--- config.mk ---
export PLATFORM = sky130hd
export DESIGN_NAME = fifo_rd_arbiter_flat
export DESIGN_NICKNAME = d
export VERILOG_FILES = /design/src/rtl/fifo_rd_arb_pkg.sv /design/src/rtl/fifo_rd_arbiter_if.sv /design/src/rtl/fifo_rd_arbiter_rr_pick.sv /design/src/rtl/fifo_rd_arbiter.sv /design/src/flat_wrapper.sv
export SDC_FILE = /design/constraint.sdc
export NUM_CORES = 1
export LEC_CHECK = 0
export ABC_AREA = 1
export ABC_CLOCK_PERIOD_IN_PS = 1800
export CORE_MARGIN = 2
export CORE_UTILIZATION = 23
export DETAILED_ROUTE_END_ITERATION = 10
export PLACE_DENSITY = 0.53
export SYNTH_ARGS = -nofsm -noshare
export SYNTH_HDL_FRONTEND = slang
export SYNTH_SLANG_ARGS = --single-unit
--- constraint.sdc ---
create_clock -name rclk -period 1.8 [get_ports rclk]
set_input_delay 0.36 -clock rclk [delete_from_list [all_inputs] [get_ports rclk]]
set_output_delay 0.36 -clock rclk [all_outputs]
set_load 0.01 [all_outputs]
--- src/rtl/fifo_rd_arb_pkg.sv ---
// rtl/fifo_rd_arb_pkg.sv - shared types for the FIFO read-side arbiter
package fifo_rd_arb_pkg;

  // Scheduler phases: waiting for a requester, popping for the owner, emptying the output register
  typedef enum logic [1:0] {
    IDLE  = 2'd0,
    BURST = 2'd1,
    DRAIN = 2'd2
  } arb_state_t;

endpackage

--- src/rtl/fifo_rd_arbiter_if.sv ---
// rtl/fifo_rd_arbiter_if.sv - FIFO read port and consumer handshake bundle
interface fifo_rd_arbiter_if #(
  parameter int DSIZE = 8,
  parameter int NREQ  = 4
);

  // FIFO read-pointer side
  logic             rempty;
  logic [DSIZE-1:0] rdata;
  logic             rinc;

  // Consumer side
  logic [NREQ-1:0]  req;
  logic [NREQ-1:0]  dready;
  logic [NREQ-1:0]  dvalid;
  logic [DSIZE-1:0] dout;
  logic [NREQ-1:0]  gnt;

  // Arbiter view
  modport master (
    input  rempty, rdata, req, dready,
    output rinc, dvalid, dout, gnt
  );

  // FIFO plus consumers view
  modport slave (
    output rempty, rdata, req, dready,
    input  rinc, dvalid, dout, gnt
  );

endinterface

--- src/rtl/fifo_rd_arbiter_rr_pick.sv ---
// rtl/fifo_rd_arbiter_rr_pick.sv - combinational round-robin picker
module rr_pick #(
  parameter  int NREQ = 4,
  localparam int IW   = $clog2(NREQ)
) (
  input  logic [NREQ-1:0] req,
  input  logic [IW-1:0]   last,
  output logic [NREQ-1:0] win,
  output logic [IW-1:0]   win_idx,
  output logic            any
);

  logic [IW-1:0] cand;

  // Scan last+NREQ down to last+1 so the nearest requester after last is written last and wins
  always_comb begin
    win     = '0;
    win_idx = '0;
    any     = 1'b0;
    cand    = '0;
    for (int k = NREQ; k >= 1; k--) begin
      cand = IW'((int'(last) + k) % NREQ);
      if (req[cand]) begin
        win       = '0;
        win[cand] = 1'b1;
        win_idx   = cand;
        any       = 1'b1;
      end
    end
  end

endmodule

--- src/rtl/fifo_rd_arbiter.sv ---
// rtl/fifo_rd_arbiter.sv - round-robin burst scheduler for the FIFO read port
module fifo_rd_arbiter
  import fifo_rd_arb_pkg::*;
#(
  parameter int DSIZE     = 8,
  parameter int NREQ      = 4,
  parameter int BURST_LEN = 4
) (
  input  logic               rclk,
  input  logic               rrst,
  fifo_rd_arbiter_if.master  bus
);

  localparam int            IW        = $clog2(NREQ);
  localparam int            CW        = $clog2(BURST_LEN + 1);
  localparam logic [CW-1:0] COUNT_MAX = CW'(BURST_LEN);
  localparam logic [IW-1:0] LAST_RST  = IW'(NREQ - 1);

  arb_state_t       state, state_nxt;
  logic [NREQ-1:0]  gnt_q, gnt_nxt;
  logic [IW-1:0]    gidx, gidx_nxt;
  logic [IW-1:0]    last, last_nxt;
  logic [CW-1:0]    count, count_nxt;
  logic             held, held_nxt;
  logic [DSIZE-1:0] dout_q, dout_nxt;

  logic [NREQ-1:0]  pick_win;
  logic [IW-1:0]    pick_idx;
  logic             pick_any;
  logic             req_g;
  logic             ready_g;
  logic             pop;

  rr_pick #(.NREQ(NREQ)) u_pick (
    .req     (bus.req),
    .last    (last),
    .win     (pick_win),
    .win_idx (pick_idx),
    .any     (pick_any)
  );

  assign req_g   = bus.req[gidx];
  assign ready_g = bus.dready[gidx];

  // A word may be popped only when the output register is free or being emptied this cycle
  assign pop      = (state == BURST) && req_g && !bus.rempty && (!held || ready_g);
  assign bus.rinc = pop && !rrst;

  assign bus.gnt    = gnt_q;
  assign bus.dvalid = held ? gnt_q : '0;
  assign bus.dout   = dout_q;

  // Next-state, grant bookkeeping and output-register load
  always_comb begin
    state_nxt = state;
    gnt_nxt   = gnt_q;
    gidx_nxt  = gidx;
    last_nxt  = last;
    count_nxt = count;
    held_nxt  = held;
    dout_nxt  = dout_q;
    case (state)
      IDLE: begin
        if (pick_any) begin
          gnt_nxt   = pick_win;
          gidx_nxt  = pick_idx;
          last_nxt  = pick_idx;
          count_nxt = '0;
          state_nxt = BURST;
        end
      end
      BURST: begin
        if (pop) begin
          dout_nxt  = bus.rdata;
          held_nxt  = 1'b1;
          count_nxt = count + CW'(1);
          if (count_nxt == COUNT_MAX) begin
            state_nxt = DRAIN;
          end
        end else begin
          if (ready_g) begin
            held_nxt = 1'b0;
          end
          // An empty FIFO before the first word keeps the grant waiting for data
          if (!req_g || (bus.rempty && count != '0)) begin
            state_nxt = DRAIN;
          end
        end
      end
      DRAIN: begin
        if (ready_g) begin
          held_nxt = 1'b0;
        end
        if (!held_nxt) begin
          state_nxt = IDLE;
          gnt_nxt   = '0;
        end
      end
      default: begin
        state_nxt = IDLE;
        gnt_nxt   = '0;
        held_nxt  = 1'b0;
      end
    endcase
  end

  // State register; reset discards any held word and rewinds the pointer so consumer 0 wins first
  always_ff @(posedge rclk) begin
    if (rrst) begin
      state  <= IDLE;
      gnt_q  <= '0;
      gidx   <= '0;
      last   <= LAST_RST;
      count  <= '0;
      held   <= 1'b0;
      dout_q <= '0;
    end else begin
      state  <= state_nxt;
      gnt_q  <= gnt_nxt;
      gidx   <= gidx_nxt;
      last   <= last_nxt;
      count  <= count_nxt;
      held   <= held_nxt;
      dout_q <= dout_nxt;
    end
  end

endmodule
--- src/flat_wrapper.sv ---
// flat-port wrapper written by rule: the top's interface ports become plain ports
module fifo_rd_arbiter_flat import fifo_rd_arb_pkg::*;
#(
  parameter int DSIZE     = 8,
  parameter int NREQ      = 4,
  parameter int BURST_LEN = 4
)
  (rclk, rrst, bus_rempty, bus_rdata, bus_req, bus_dready, bus_rinc, bus_dvalid, bus_dout, bus_gnt);
  fifo_rd_arbiter_if #(.DSIZE(DSIZE), .NREQ(NREQ)) bus_i ();
  input  logic rclk;
  input  logic rrst;
  input wire logic [$bits(bus_i.rempty)-1:0] bus_rempty;
  input wire logic [$bits(bus_i.rdata)-1:0] bus_rdata;
  input wire logic [$bits(bus_i.req)-1:0] bus_req;
  input wire logic [$bits(bus_i.dready)-1:0] bus_dready;
  output wire logic [$bits(bus_i.rinc)-1:0] bus_rinc;
  output wire logic [$bits(bus_i.dvalid)-1:0] bus_dvalid;
  output wire logic [$bits(bus_i.dout)-1:0] bus_dout;
  output wire logic [$bits(bus_i.gnt)-1:0] bus_gnt;
  assign bus_i.rempty = bus_rempty;
  assign bus_i.rdata = bus_rdata;
  assign bus_i.req = bus_req;
  assign bus_i.dready = bus_dready;
  assign bus_rinc = bus_i.rinc;
  assign bus_dvalid = bus_i.dvalid;
  assign bus_dout = bus_i.dout;
  assign bus_gnt = bus_i.gnt;
  fifo_rd_arbiter #(.DSIZE(DSIZE), .NREQ(NREQ), .BURST_LEN(BURST_LEN)) u_core (.rclk(rclk), .rrst(rrst), .bus(bus_i));
endmodule
==> results.json, run 1 <==
{
  "status": "completed",
  "ioPinCount": 36,
  "synth-xor-area-share": 0,
  "setup_viol": 0,
  "period_minus_slack_ns": 1.73,
  "wl_per_cell_um": 10.0,
  "drtPass1Iterations": 7,
  "synth_warnings": 0,
  "worstSetupPathType": "flip-flop to output port",
  "regArea_sq_um": 445,
  "clk_pin_slew_ns": 0.08,
  "drv_slew": 0,
  "synth.ff_latch_count": 22,
  "instances_no_fill": 381,
  "final_area_sq_um": 2250,
  "worst_slew_pin_slew_ns": 0.268,
  "via_per_inst": 4.28,
  "fillers": 686,
  "grt-ovfl-total": 0,
  "maxCapViolCount": 0,
  "cts-root-buf": "clkbuf_8",
  "worstPathMaxFanout": 6,
  "grt_max_degree": 14,
  "hold_viol": 0,
  "drive_gt1_frac": 0.191,
  "r2r_slack_ns": 0.14,
  "arrival_ns": 1.37,
  "synth_top_flop_cell": "dfxtp_1",
  "dpl_worst_slack_ns": -0.457,
  "synthesis.instances": 242,
  "syn_area_sq_um": 1540,
  "dp.cells": 371,
  "remaining_drc_errors": 0,
  "switching_share": 0.442,
  "cts_htree_levels": 1,
  "synth_top_family_by_area": "simple AND/OR/NAND/NOR gates",
  "die_h_um": 85.8,
  "yosysSeqAreaShare": 0.286,
  "die_area_sq_um": 7370,
  "nets": 337,
  "crit_path_end_kind": "output port",
  "io_buffers": 35,
  "seq_power_share": 0.213,
  "grt_pass1_wl_um": 6640,
  "placed_cell_area_sq_um": 2120,
  "grt_pass1_vias": 1547,
  "dp_hpwl_um": 3000,
  "power_leakage_nw": 1.15,
  "worst_slack_ns": 0.0726,
  "p_sw_mw": 1.54,
  "syn_to_final_growth_pct": 46.4,
  "synth-edff-count": 0,
  "cts_max_path_buffers": 2,
  "cp.required_ns": 1.44,
  "multiInputGateArea_sq_um": 958,
  "fp.dieW_um": 85.8,
  "power_mw": 3.48,
  "worstSkewPairLatency_ns": 0.27,
  "critPathLaunchType": "flip-flop",
  "cts_buffers": 3,
  "drt_iter0_drc": 43,
  "antenna_found_initial": 0,
  "combPwrFrac": 0.653,
  "vdd_drop_max_mv": 0.562,
  "clock-sinks": 22,
  "hold_class": "flip-flop to flip-flop",
  "rows": 29,
  "p_clk_frac": 0.135,
  "ant_nets": 0,
  "synth_compound_area_frac": 0.141,
  "cts_tree": "done",
  "core_area_sq_um": 6420,
  "setup_tns_ns": 0,
  "synth_fp_nets": 274,
  "power.internal_mw": 1.94,
  "max_clock_freq_mhz": 579,
  "via_count": 1631,
  "ys_types": 24,
  "synthArstFlopShare": 0,
  "avgSynthCellArea_sq_um": 6.36,
  "fin_skew_ns": 0.0112,
  "yosys.area_share.simple": 0.364,
  "gp_congestion": 0.807,
  "period_share": 0.960,
  "n_antenna_cell": 0,
  "powerDensity_nw_per_um2": 1540,
  "wl_um": 3810,
  "grt_use_total": 0.108,
  "start_util": 0.240,
  "synthAdderAreaFrac": 0.106,
  "slew_headroom": 0.821,
  "hold_buffers": 0,
  "synthMuxAreaShare": 0
}
[final timing paths]
path                                 from                              to  depth (start not counted)
max              u_core.held$_SDFFE_PP0N_                   bus_dvalid[2]                          4
min          u_core.count[2]$_SDFFE_PP0P_    u_core.count[2]$_SDFFE_PP0P_                          2
max reg2reg   u_core.gidx[0]$_SDFFE_PP0P_  u_core.bus.gnt[0]$_SDFFE_PP0P_                         12
min reg2reg  u_core.count[2]$_SDFFE_PP0P_    u_core.count[2]$_SDFFE_PP0P_                          2
[power groups by stage]
stage | logic, mW | registers (mW) | clock network, mW
global route | 2.58 | 0.763 | 0.495
global placement | 2.17 | 0.742 | 0
floorplan | 1.41 | 0.796 | 0
finish | 2.27 | 0.740 | 0.468
CTS | 2.25 | 0.734 | 0.483
detailed placement | 2.19 | 0.741 | 0
[state kept, by name (all words and copies together) (netlist names)]
| name | flops |
|---|---|
| u_core.bus.dout | 8 |
| u_core.bus.gnt | 4 |
| u_core.count | 3 |
| u_core.gidx | 2 |
| u_core.held | 1 |
| u_core.last | 2 |
| u_core.state | 2 |
[cells by family (layout without fill, tap and decap cells)]
logic type / after synthesis / in the layout
AOI/OAI and AO/OA: 40 / 40
adders and majority gates: 13 / 13
buffers and inverters: 40 / 102
DFF: 22 / 22
and+or+nand+nor: 127 / 127
[critical path, cell delays in order (launching register included)]
cell and delay [ns]:
dfxtp_2 0.35, buf_4 0.15, nand2_1 0.05, inv_1 0.04, clkdlybuf4s50_1 0.52
[placed cells by master, fill, tap and decap left out, types with 2 or more instances in the layout]
cell and n:
o21ai_2 2, nand3_1 14, clkbuf_8 3, ha_1 13, dlygate4sd2_1 7, inv_2 3
o21ai_1 5, a21oi_2 2, nand4_1 2, or2_0 4, and2_4 3, nand2_2 6
a21oi_1 13, o211ai_1 2, inv_1 31, nor2_1 28, buf_4 28, dfxtp_1 20
o21ai_0 16, clkdlybuf4s50_1 26, nand2_1 63, nand3_2 4
[through the flow]
stage / utilization / hold slack, ns
2_1_floorplan: - / 0.422
3_3_place_gp: 0.331 / 0.470
3_5_place_dp: 0.331 / 0.480
4_1_cts: 0.346 / 0.491
5_1_grt: 0.351 / 0.527
6_report: 0.351 / 0.491
[cell usage after synthesis, types with 2 or more instances]
master	instances	area share
nand2_1	67	0.16
inv_1	33	0.080
nor2_1	28	0.068
dfxtp_1	22	0.29
o21ai_0	17	0.055
nand3_1	15	0.049
a21oi_1	13	0.042
ha_1	13	0.11
o21ai_1	5	0.016
or2_0	4	0.016
and2_4	3	0.017
nand3_2	3	0.019
a21oi_2	2	0.011
buf_2	2	0.0065
clkbuf_1	2	0.0049
inv_2	2	0.0049
nand2_2	2	0.0081
nand4_1	2	0.0081
o211ai_1	2	0.0097
[layout make-up]
type | instances | share of cell area
clock buffers | 3 | 0.0183
clock inverters | 1 | 0.0133
inverters | 35 | 0.0594
multi-input cells | 180 | 0.425
flip-flops and latches | 22 | 0.198
well taps | 77 | 0.0427
repair buffers | 63 | 0.244
[repair_timing]
item,in CTS,in global routing
pin swaps,7,6
setup buffers,5,2
endpoints found under the setup margin,1,26
gates resized for setup,13,12
gates cloned,0,0
[per-layer routing]
metal | vias to the layer above | share of wire | global-route usage
met1 | 707 | 0.49 | 0.138
met4 | 0 | 0.0031 | 0.0130
met2 | 40 | 0.45 | 0.184
li1 | 882 | - | -
met5 | - | 0 | 0
met3 | 2 | 0.057 | 0.0327
No activity file was read; power rests on OpenSTA's default activity.
==> run 2, diff against run 1 <==
- TNS_END_PERCENT: not set -> 1
==> results.json, run 2 (same netlist as run 1, synthesis figures left out) <==
{
  "wl_um": 3780,
  "cts_tree": "done",
  "remaining_drc_errors": 0,
  "io_buffers": 35,
  "cts_htree_levels": 1,
  "min_path_cells": 2,
  "antenna_found_initial": 0,
  "drv_slew": 0,
  "max_clock_freq_mhz": 578,
  "grt_pass1_wl_um": 6640,
  "fin_skew_ns": 0.0116,
  "die_h_um": 85.8,
  "maxCapViolCount": 0,
  "syn_to_final_growth_pct": 45.2,
  "grt_pass1_vias": 1547,
  "via_per_inst": 4.28,
  "dp.cells": 371,
  "final_cell_mix": "nand2_1, inv_1, nor2_1",
  "worstSetupPathType": "flip-flop to output port",
  "cp.required_ns": 1.44,
  "power_leakage_nw": 1.15,
  "crit_path_end_kind": "output port",
  "rsz0062_at_grt": "true",
  "rows": 29,
  "fp.dieW_um": 85.8,
  "n_antenna_cell": 0,
  "slew_headroom": 0.821,
  "hold_class": "flip-flop to flip-flop",
  "cts_max_path_buffers": 2,
  "clock-sinks": 22,
  "arrival_ns": 1.37,
  "worstSkewPairLatency_ns": 0.27,
  "p_sw_mw": 1.53,
  "hold_buffers": 0,
  "p_clk_frac": 0.135,
  "status": "completed",
  "seq_power_share": 0.213,
  "largest_register_ffs": 8,
  "wl_per_cell_um": 9.96,
  "die_area_sq_um": 7370,
  "ant_nets": 0,
  "combPwrFrac": 0.652,
  "setup_viol": 0,
  "dp_hpwl_um": 3000,
  "powerDensity_nw_per_um2": 1550,
  "setup_tns_ns": 0,
  "power_mw": 3.46,
  "power.internal_mw": 1.93,
  "via_count": 1625,
  "drive_gt1_frac": 0.182,
  "r2r_cells": 12,
  "ioPinCount": 36,
  "nets": 336,
  "worst_slew_pin_slew_ns": 0.269,
  "worstPathMaxFanout": 6,
  "start_util": 0.240,
  "period_minus_slack_ns": 1.73,
  "cts-root-buf": "clkbuf_8",
  "core_area_sq_um": 6420,
  "instances_no_fill": 380,
  "hold_viol": 0,
  "period_share": 0.961,
  "gp_congestion": 0.807,
  "switching_share": 0.442,
  "vdd_drop_max_mv": 0.562,
  "drt_iter0_drc": 37,
  "grt_use_total": 0.108,
  "cts_buffers": 3,
  "final_common_cell": "nand2_1",
  "drtPass1Iterations": 6,
  "r2r_slack_ns": 0.14,
  "clk_pin_slew_ns": 0.08,
  "grt_max_degree": 14,
  "grt-ovfl-total": 0,
  "critPathLaunchType": "flip-flop",
  "final_util": 0.348
}
==> run 2: cell count changes in the layout (fill, tap and decap cells not counted), sizes merged <==
cell,before,now
buf,29,28
==> run 2: area by class of cell <==
class,instances,area [sq um]
Fill cell,688,4190
Inverter,35,131
Clock buffer,3,41.3
Multi-Input combinational cell,180,953
Sequential cell,22,443
Tap cell,77,96.3
Timing Repair Buffer,62,542
Clock inverter,1,30.0
==> run 2: critical path, cell delays in order (launching register included) <==
cell and delay, ns:
dfxtp_2 0.35, buf_4 0.15, nand2_1 0.05, inv_1 0.04, clkdlybuf4s50_1 0.52
==> run 2: timing repair <==
item,in CTS,in global routing
buffers inserted,5,0
resized for setup,13,8
setup endpoints to repair,1,26
pin swaps,7,4
==> run 2: final timing paths <==
check                                                       to                    startpoint
worst max-delay path                             bus_dvalid[2]      u_core.held$_SDFFE_PP0N_
worst min-delay path              u_core.count[2]$_SDFFE_PP0P_  u_core.count[2]$_SDFFE_PP0P_
worst max register to register  u_core.bus.gnt[0]$_SDFFE_PP0P_   u_core.gidx[0]$_SDFFE_PP0P_
worst min register to register    u_core.count[2]$_SDFFE_PP0P_  u_core.count[2]$_SDFFE_PP0P_
==> run 2: through the flow <==
step	hold WS, ns	setup slack, ns	area, sq um
floorplan	0.422	0.0404	1540
global route	0.527	-0.0204	2240
global placement	0.470	-0.473	2120
CTS	0.491	0.00266	2220
detailed placement	0.480	-0.457	2120
finish	0.491	0.0708	2240
==> run 2: per-layer routing <==
metal / vias up / part of all wire / global-route usage
met3: 2 / 0.055 / 0.0327
met1: 703 / 0.50 / 0.138
met5: - / 0 / 0
met2: 38 / 0.44 / 0.184
met4: 0 / 0.0032 / 0.0130
li1: 882 / - / -
==> run 2: power by group through the flow <==
stage	Clock (mW)	Sequential, mW	Combinational (mW)
3_3_place_gp	0	0.742	2.17
5_1_grt	0.495	0.759	2.56
3_5_place_dp	0	0.741	2.19
6_report	0.468	0.737	2.25
4_1_cts	0.483	0.734	2.25
2_1_floorplan	0	0.796	1.41
